## src/rtl/omp_support_sink.sv

```systemverilog
// Support-set collector at the receive end of the OMP core's lambda stream; hands the set to Block C.
// Optional duplicate-index rejection via a membership bitmap when OMP_SINK_DUPCHK_EN is defined.
module omp_support_sink #(
  parameter int IDX_W  = 6,
  parameter int ITER_W = 5,
  parameter int K_MAX  = 16,
  localparam int AW    = $clog2(K_MAX)
) (
  input  logic              clk,
  input  logic              rst,
  input  logic              start_omp,
  input  logic [ITER_W-1:0] K_limit,
  input  logic              lambda_we,
  input  logic [IDX_W-1:0]  lambda_out,
  input  logic [ITER_W-1:0] current_i_out,
  input  logic              done_omp,
  input  logic [ITER_W-1:0] final_i,
  input  logic [AW-1:0]     rd_addr,
  output logic [IDX_W-1:0]  rd_data,
  output logic [ITER_W-1:0] support_cnt,
  output logic              busy,
  output logic              blk_c_start,
  input  logic              blk_c_done,
  output logic              support_valid,
  output logic              err_order,
  output logic              err_ovf,
  output logic              err_dup
);

  typedef enum logic [1:0] {S_IDLE, S_COLLECT, S_HANDOFF, S_WAIT_C} state_t;

  state_t            state_q;
  logic [ITER_W-1:0] cnt_q, lim_q, lim_d, cnt_post;
  logic              done_prev_q, busy_q, bcs_q, valid_q;
  logic              err_order_q, err_ovf_q;
  logic [IDX_W-1:0]  rd_data_q;
  logic [IDX_W-1:0]  tbl_q [K_MAX];
  logic              in_order, room, dup, accept, done_rise;

`ifdef OMP_SINK_DUPCHK_EN
  logic [2**IDX_W-1:0] bmp_q;
  logic                err_dup_q;
  assign dup     = bmp_q[lambda_out];
  assign err_dup = err_dup_q;
`else
  assign dup     = 1'b0;
  assign err_dup = 1'b0;
`endif

  assign lim_d     = (K_limit > ITER_W'(K_MAX)) ? ITER_W'(K_MAX) : K_limit;
  assign in_order  = (current_i_out == cnt_q);
  assign room      = (cnt_q < lim_q);
  assign accept    = !start_omp && (state_q == S_COLLECT) && lambda_we && in_order && room && !dup;
  // Handoff compares final_i against the count including a same-cycle write.
  assign cnt_post  = accept ? cnt_q + ITER_W'(1) : cnt_q;
  assign done_rise = done_omp && !done_prev_q;

  always_ff @(posedge clk or posedge rst) begin
    if (rst) begin
      state_q     <= S_IDLE;
      cnt_q       <= '0;
      lim_q       <= '0;
      done_prev_q <= 1'b0;
      busy_q      <= 1'b0;
      bcs_q       <= 1'b0;
      valid_q     <= 1'b0;
      err_order_q <= 1'b0;
      err_ovf_q   <= 1'b0;
      rd_data_q   <= '0;
`ifdef OMP_SINK_DUPCHK_EN
      bmp_q       <= '0;
      err_dup_q   <= 1'b0;
`endif
    end else begin
      done_prev_q <= done_omp;
      bcs_q       <= 1'b0;
      rd_data_q   <= tbl_q[rd_addr];
      if (start_omp) begin
        state_q     <= S_COLLECT;
        cnt_q       <= '0;
        lim_q       <= lim_d;
        busy_q      <= 1'b1;
        valid_q     <= 1'b0;
        err_order_q <= 1'b0;
        err_ovf_q   <= 1'b0;
`ifdef OMP_SINK_DUPCHK_EN
        bmp_q       <= '0;
        err_dup_q   <= 1'b0;
`endif
      end else begin
        case (state_q)
          S_COLLECT: begin
            if (accept) begin
              cnt_q <= cnt_post;
`ifdef OMP_SINK_DUPCHK_EN
              bmp_q[lambda_out] <= 1'b1;
`endif
            end else if (lambda_we) begin
              if (!in_order) err_order_q <= 1'b1;
              if (!room)     err_ovf_q   <= 1'b1;
`ifdef OMP_SINK_DUPCHK_EN
              if (dup)       err_dup_q   <= 1'b1;
`endif
            end
            if (done_rise) begin
              state_q <= S_HANDOFF;
              bcs_q   <= 1'b1;
              valid_q <= 1'b1;
              if (final_i != cnt_post) err_order_q <= 1'b1;
            end
          end
          S_HANDOFF: state_q <= S_WAIT_C;
          S_WAIT_C: begin
            if (blk_c_done) begin
              state_q <= S_IDLE;
              busy_q  <= 1'b0;
            end
          end
          default: ;
        endcase
      end
    end
  end

  // Table storage carries no reset; slots beyond support_cnt are stale by definition.
  always_ff @(posedge clk) begin
    if (accept) tbl_q[cnt_q[AW-1:0]] <= lambda_out;
  end

  assign rd_data       = rd_data_q;
  assign support_cnt   = cnt_q;
  assign busy          = busy_q;
  assign blk_c_start   = bcs_q;
  assign support_valid = valid_q;
  assign err_order     = err_order_q;
  assign err_ovf       = err_ovf_q;

endmodule

```

## config.mk

```make
export PLATFORM = sky130hd
export DESIGN_NAME = omp_support_sink
export DESIGN_NICKNAME = d
export VERILOG_FILES = /design/src/rtl/omp_support_sink.sv
export SDC_FILE = /design/constraint.sdc
export NUM_CORES = 1
export LEC_CHECK = 0
export ABC_CLOCK_PERIOD_IN_PS = 3450
export CAP_MARGIN = 40
export CORE_MARGIN = 10
export CORE_UTILIZATION = 39
export CTS_CLUSTER_SIZE = 10
export DETAILED_ROUTE_END_ITERATION = 7
export SYNTH_ARGS = -nofsm -noshare
export SYNTH_HDL_FRONTEND = slang
export SYNTH_SLANG_ARGS = --single-unit
export TNS_END_PERCENT = 30
```

## constraint.sdc

```tcl
create_clock -name clk -period 3.45 [get_ports clk]
set_clock_uncertainty 0.2 [all_clocks]
set_input_delay 0.345 -clock clk [delete_from_list [all_inputs] [get_ports clk]]
set_output_delay 0.345 -clock clk [all_outputs]
set_load 0.01 [all_outputs]
```

# --- Word level (Yosys, flattened, before mapping) ---
# Memory sizes are Yosys's and may differ from the RTL's. A register that Yosys moved wholly into a read port is not among the register bits.
# Index checks and enable logic that the tools add are counted.
totals:
  memories: 1
  register_bits: 18
  mem_bits_rw: 96
op_classes:
  eq_ne: 9
  magnitude_cmp: 2
  addsub: 1
  reduce_logical: 19
  mux: 32
memory_table:
  columns: ["name", "depth", "width", "rd", "rd_ports_with_merged_regs", "wr", "line", "text"]
  rows:
  - ["tbl_q", 16, 6, 1, 1, 1, "37", "logic [IDX_W-1:0] tbl_q [K_MAX];"]
ops:
  columns: ["cell", "count"]
  rows:
  - ["$mux W5", 5]
  - ["$mux W1", 23]
  - ["$reduce_bool A2 Y1", 6]
  - ["$mux W2", 3]
  - ["$ne A3 B3 Y1 const B", 2]
  - ["$pmux W2 S3", 1]
  - ["$reduce_and A2 Y1", 3]
  - ["$add A5 B1 Y5 const B", 1]
  - ["$eq A5 B5 Y1", 1]
  - ["$gt A5 B5 Y1 const B", 1]
  - ["$logic_and A1 B1 Y1", 5]
  - ["$lt A5 B5 Y1", 1]
  - ["$ne A5 B5 Y1", 1]
  - ["$eq A2 B2 Y1 const B", 2]
  - ["$ne A2 B2 Y1 const B", 2]
  - ["$reduce_and A4 Y1", 1]
  - ["$reduce_bool A4 Y1", 1]
  - ["$reduce_and A3 Y1", 1]
  - ["$eq A2 B1 Y1 const B", 1]
  - ["$logic_not A1 Y1", 2]

# --- Logic depth before layout (Yosys ltp) ---
depth:
  ltp_word: 11
  mapped_depth: 8
  mapped_depth_nobuf: 8

# --- Worst setup path after synthesis ---
# OpenSTA, ideal clock, no wires.
synth_timing:
  path_type: "flip-flop to flip-flop"
  startpoint: "register cnt_q[2], in the netlist support_cnt[2]"
  endpoint: "memory tbl_q[10][0], enable pin"
  synth_period_minus_slack_ns: 2.685
  setup_slack_ns: 0.765
  setup_time_ns: 0.320
  required_time_ns: 2.930
  arrival_ns: 2.164
  path_stages_with_launch: 8
  path_cell_list: "dfrtp_1 > ha_1 > a21oi_1 > o21ai_0 > a21o_1 > a2111oi_4 > clkbuf_1 > and3_1"
synth_via:
  elab_chain_cells: 5
  elab_cells_between_ends: 6
  classes_between: "order compare: 1; eq/ne: 1; mux: 2; reduce/logical: 2"
synth_lines:
  columns: ["item", "line", "text"]
  rows:
  - ["start, declared", "33", "logic [ITER_W-1:0] cnt_q, lim_q, lim_d, cnt_post;"]
  - ["start signal, assigned", "94", "cnt_q <= cnt_post;"]
  - ["branches (longest 5 deep; another with $lt A5 B5 Y1)", null, null]
  - ["end, declared", "37", null]
# Several ways; the timed one is not identified.

# --- Final worst setup path ---
layout_timing:
  startpoint: "register cnt_q[2], in the netlist support_cnt[2]"
  endpoint: "memory tbl_q[0][5], enable pin"
# Same word-level chain as after synthesis.

==> flow_summary.yaml <==
outcome:
  status: "finished, final reports clean"
clocking:
  root_buffer: "clkbuf_16"
  clk_pin_slew_ns: 0.05
  cts_tree: "done"
  cts_sinks: 120
  cts_max_level: 4
  cts_resized: 0
  cts_buffer_depth: 2
  clock_latency_ns: 0.41
  cts_buffers: 17
pwr:
  irDropWorstVdd_v: 0.000354
  leakage_nw: 2.23
  power_density_nw_per_um2: 553
routing:
  ant_nets: 0
  first_pass_iters: 4
  wl_um: 11400
  dr_total_vias: 2753
  drt_iter0_drc: 213
  post-route-drc-count: 0
  vias_per_cell: 5.23
  post_drt_wl_per_cell_um: 21.6
finish:
  final_nets: 380
  n_fill_cell: 1056
  instances_no_fill: 526
  drive_above_1_share_pct: 20.6
  diodes: 0
  area_growth_pct: 24.7
place:
  dp_hpwl_um: 7760
  place_congestion: 0.763
  pre_cts_ws_ns: 0.518
  io_buffers: 46
  dp_cells: 493
floorplanning:
  die-area_um2: 17900
  fp-row-count: 41
  die_height_um: 134
  coreArea_um2: 12700
  initial_utilization_pct: 39.9
  io_pins: 48
  die_x_um: 134
synth:
  synth.most_common_cell: "edfxtp_1"
  ys_seq_area_share_pct: 68.9
  yosys_register_bits: 120
  syn_area_um2: 5060
  synth_ff_type: "edfxtp_1"
  netlist_top_cells_count: "edfxtp_1, mux4_2, dfrtp_1"
  synth_top_area_share_pct: 57.0
  syn_nets: 320
  syn_avg_cell_area_um2: 18.0
  ys_warn_count: 0
  synth_area_leaders: "edfxtp_1, mux4_2, dfrtp_1, ha_1, and3_1"
  syn_inst: 281
  synthArstFlopShare_pct: 20.0
  synth_edf_count: 96
  synth.largest_area_cell: "edfxtp_1"
  synth.distinct_cells: 38
worst_setup_path:
  crit_type: "flop to flop"
  crit_arrival_ns: 2.65
  start_kind: "flop"
  cp-end-kind: "flop"
  crit_required_ns: 3.33
  crit_fanout: 16
global_route:
  grt_pass1_vias: 2987
  grt_max_degree: 25
  grt.overflow.total: 0
  grt.total_usage_pct: 13.2
  antenna_found_initial: 0
  grt_first_pass_wirelength_um: 17800
timing:
  maxSlewViolCount: 0
  slew_headroom_pct: 45.6
  holdWs_ns: 0.210
  rsz0062_at_grt: "no"
  worst_pin_slew_ns: 0.816
  setup_viol: 0
  max_freq_mhz: 361
  finalHoldViolCount: 0
  period_share_pct: 80.3
  period_minus_slack_ns: 2.77
  fin_ws_ns: 0.678
  setup-tns-final_ns: 0
job:
  drv_cap: 0
min_path:
  hp-class: "input pin to flop"
[state kept, by name, summed over array words and instances (netlist names)]
name	count
blk_c_start	1
support_cnt	5
state_q	2
busy	1
rd_data	6
support_valid	1
err_ovf	1
err_order	1
tbl_q	96
done_prev_q	1
lim_q	5
[layer usage]
layer  up-vias  wire length, um  track usage, %
li1       1217                -               -
met1      1401             4900            16.1
met2       119             5570            21.0
met3        16              711            4.85
met4         0              168            5.02
met5         -                0               0
[cell usage in the layout, fill, tap and decap left out, types with 3 or more instances in the layout]
cell type,instances
nor3_1,3
xor2_1,7
mux4_2,30
and3_1,15
nand2_1,10
clkinvlp_4,4
clkbuf_16,17
xnor2_1,9
a21oi_1,5
buf_4,7
ha_1,8
clkdlybuf4s50_1,45
nor2_1,13
inv_1,9
edfxtp_1,96
clkinv_2,3
a21o_1,6
o22ai_1,4
dfrtp_1,24
nor2b_1,4
o21ai_0,4
[cell type report]
class | count | area (um2) | area share, %
multi-input combinational | 138 | 1460 | 23.2
clock buffer | 19 | 433 | 6.87
timing repair buffer | 55 | 546 | 8.65
inverter | 9 | 33.8 | 0.536
clock inverter | 13 | 130 | 2.06
sequential | 120 | 3480 | 55.2
tap | 172 | 215 | 3.41
[cell families after synthesis]
group / count (synthesis) / synth area share, %
mux: 31 / 13.6
flops: 120 / 68.9
fa+ha+maj: 8 / 1.98
simple gates: 57 / 6.38
buf+inv: 23 / 2.15
other cells: 1 / 0.0742
compound gates: 24 / 3.86
xor+xnor: 17 / 3.09
[metrics by stage]
stage / util [%] / power, mW / area, um2
CTS: 49.8 / 3.52 / 6300
global placement: 45.0 / 1.84 / 5700
finish: 49.8 / 3.49 / 6300
global route: 49.8 / 3.60 / 6300
floorplan: - / 1.73 / 5060
detailed placement: 45.2 / 1.84 / 5730
[what timing repair did]
item,4_1_cts,5_1_grt
setup buffers,0,0
hold buffers,1,0
endpoints found under the hold margin,6,0
[worst max-delay path: stages (launching register included)]
cell and delay [ns]:
dfrtp_1 0.38, ha_1 0.31, a21oi_1 0.14, o21ai_0 0.13
a21o_1 0.27, a2111oi_4 0.36, buf_4 0.27, and3_1 0.37
[power breakdown]
| part | internal (mW) | leakage, nW | switching (mW) |
|---|---|---|---|
| Clock | 1.05 | 0.264 | 0.624 |
| Combinational | 0.110 | 0.800 | 0.108 |
| Sequential | 1.58 | 1.16 | 0.00775 |
[final timing paths]
path | to | startpoint | slack [ns] | depth (start not counted)
max | tbl_q[0][5] | support_cnt[2] | 0.68 | 7
min | done_prev_q | done_omp | 0.21 | 1
max reg2reg | tbl_q[0][5] | support_cnt[2] | 0.68 | 7
min reg2reg | busy | busy | 0.30 | 1
max in group asynchronous | support_cnt[2] | rst | 2.05 | 4
min in group asynchronous | support_valid | rst | 0.58 | 3
No activity file was read; power rests on OpenSTA's default activity.
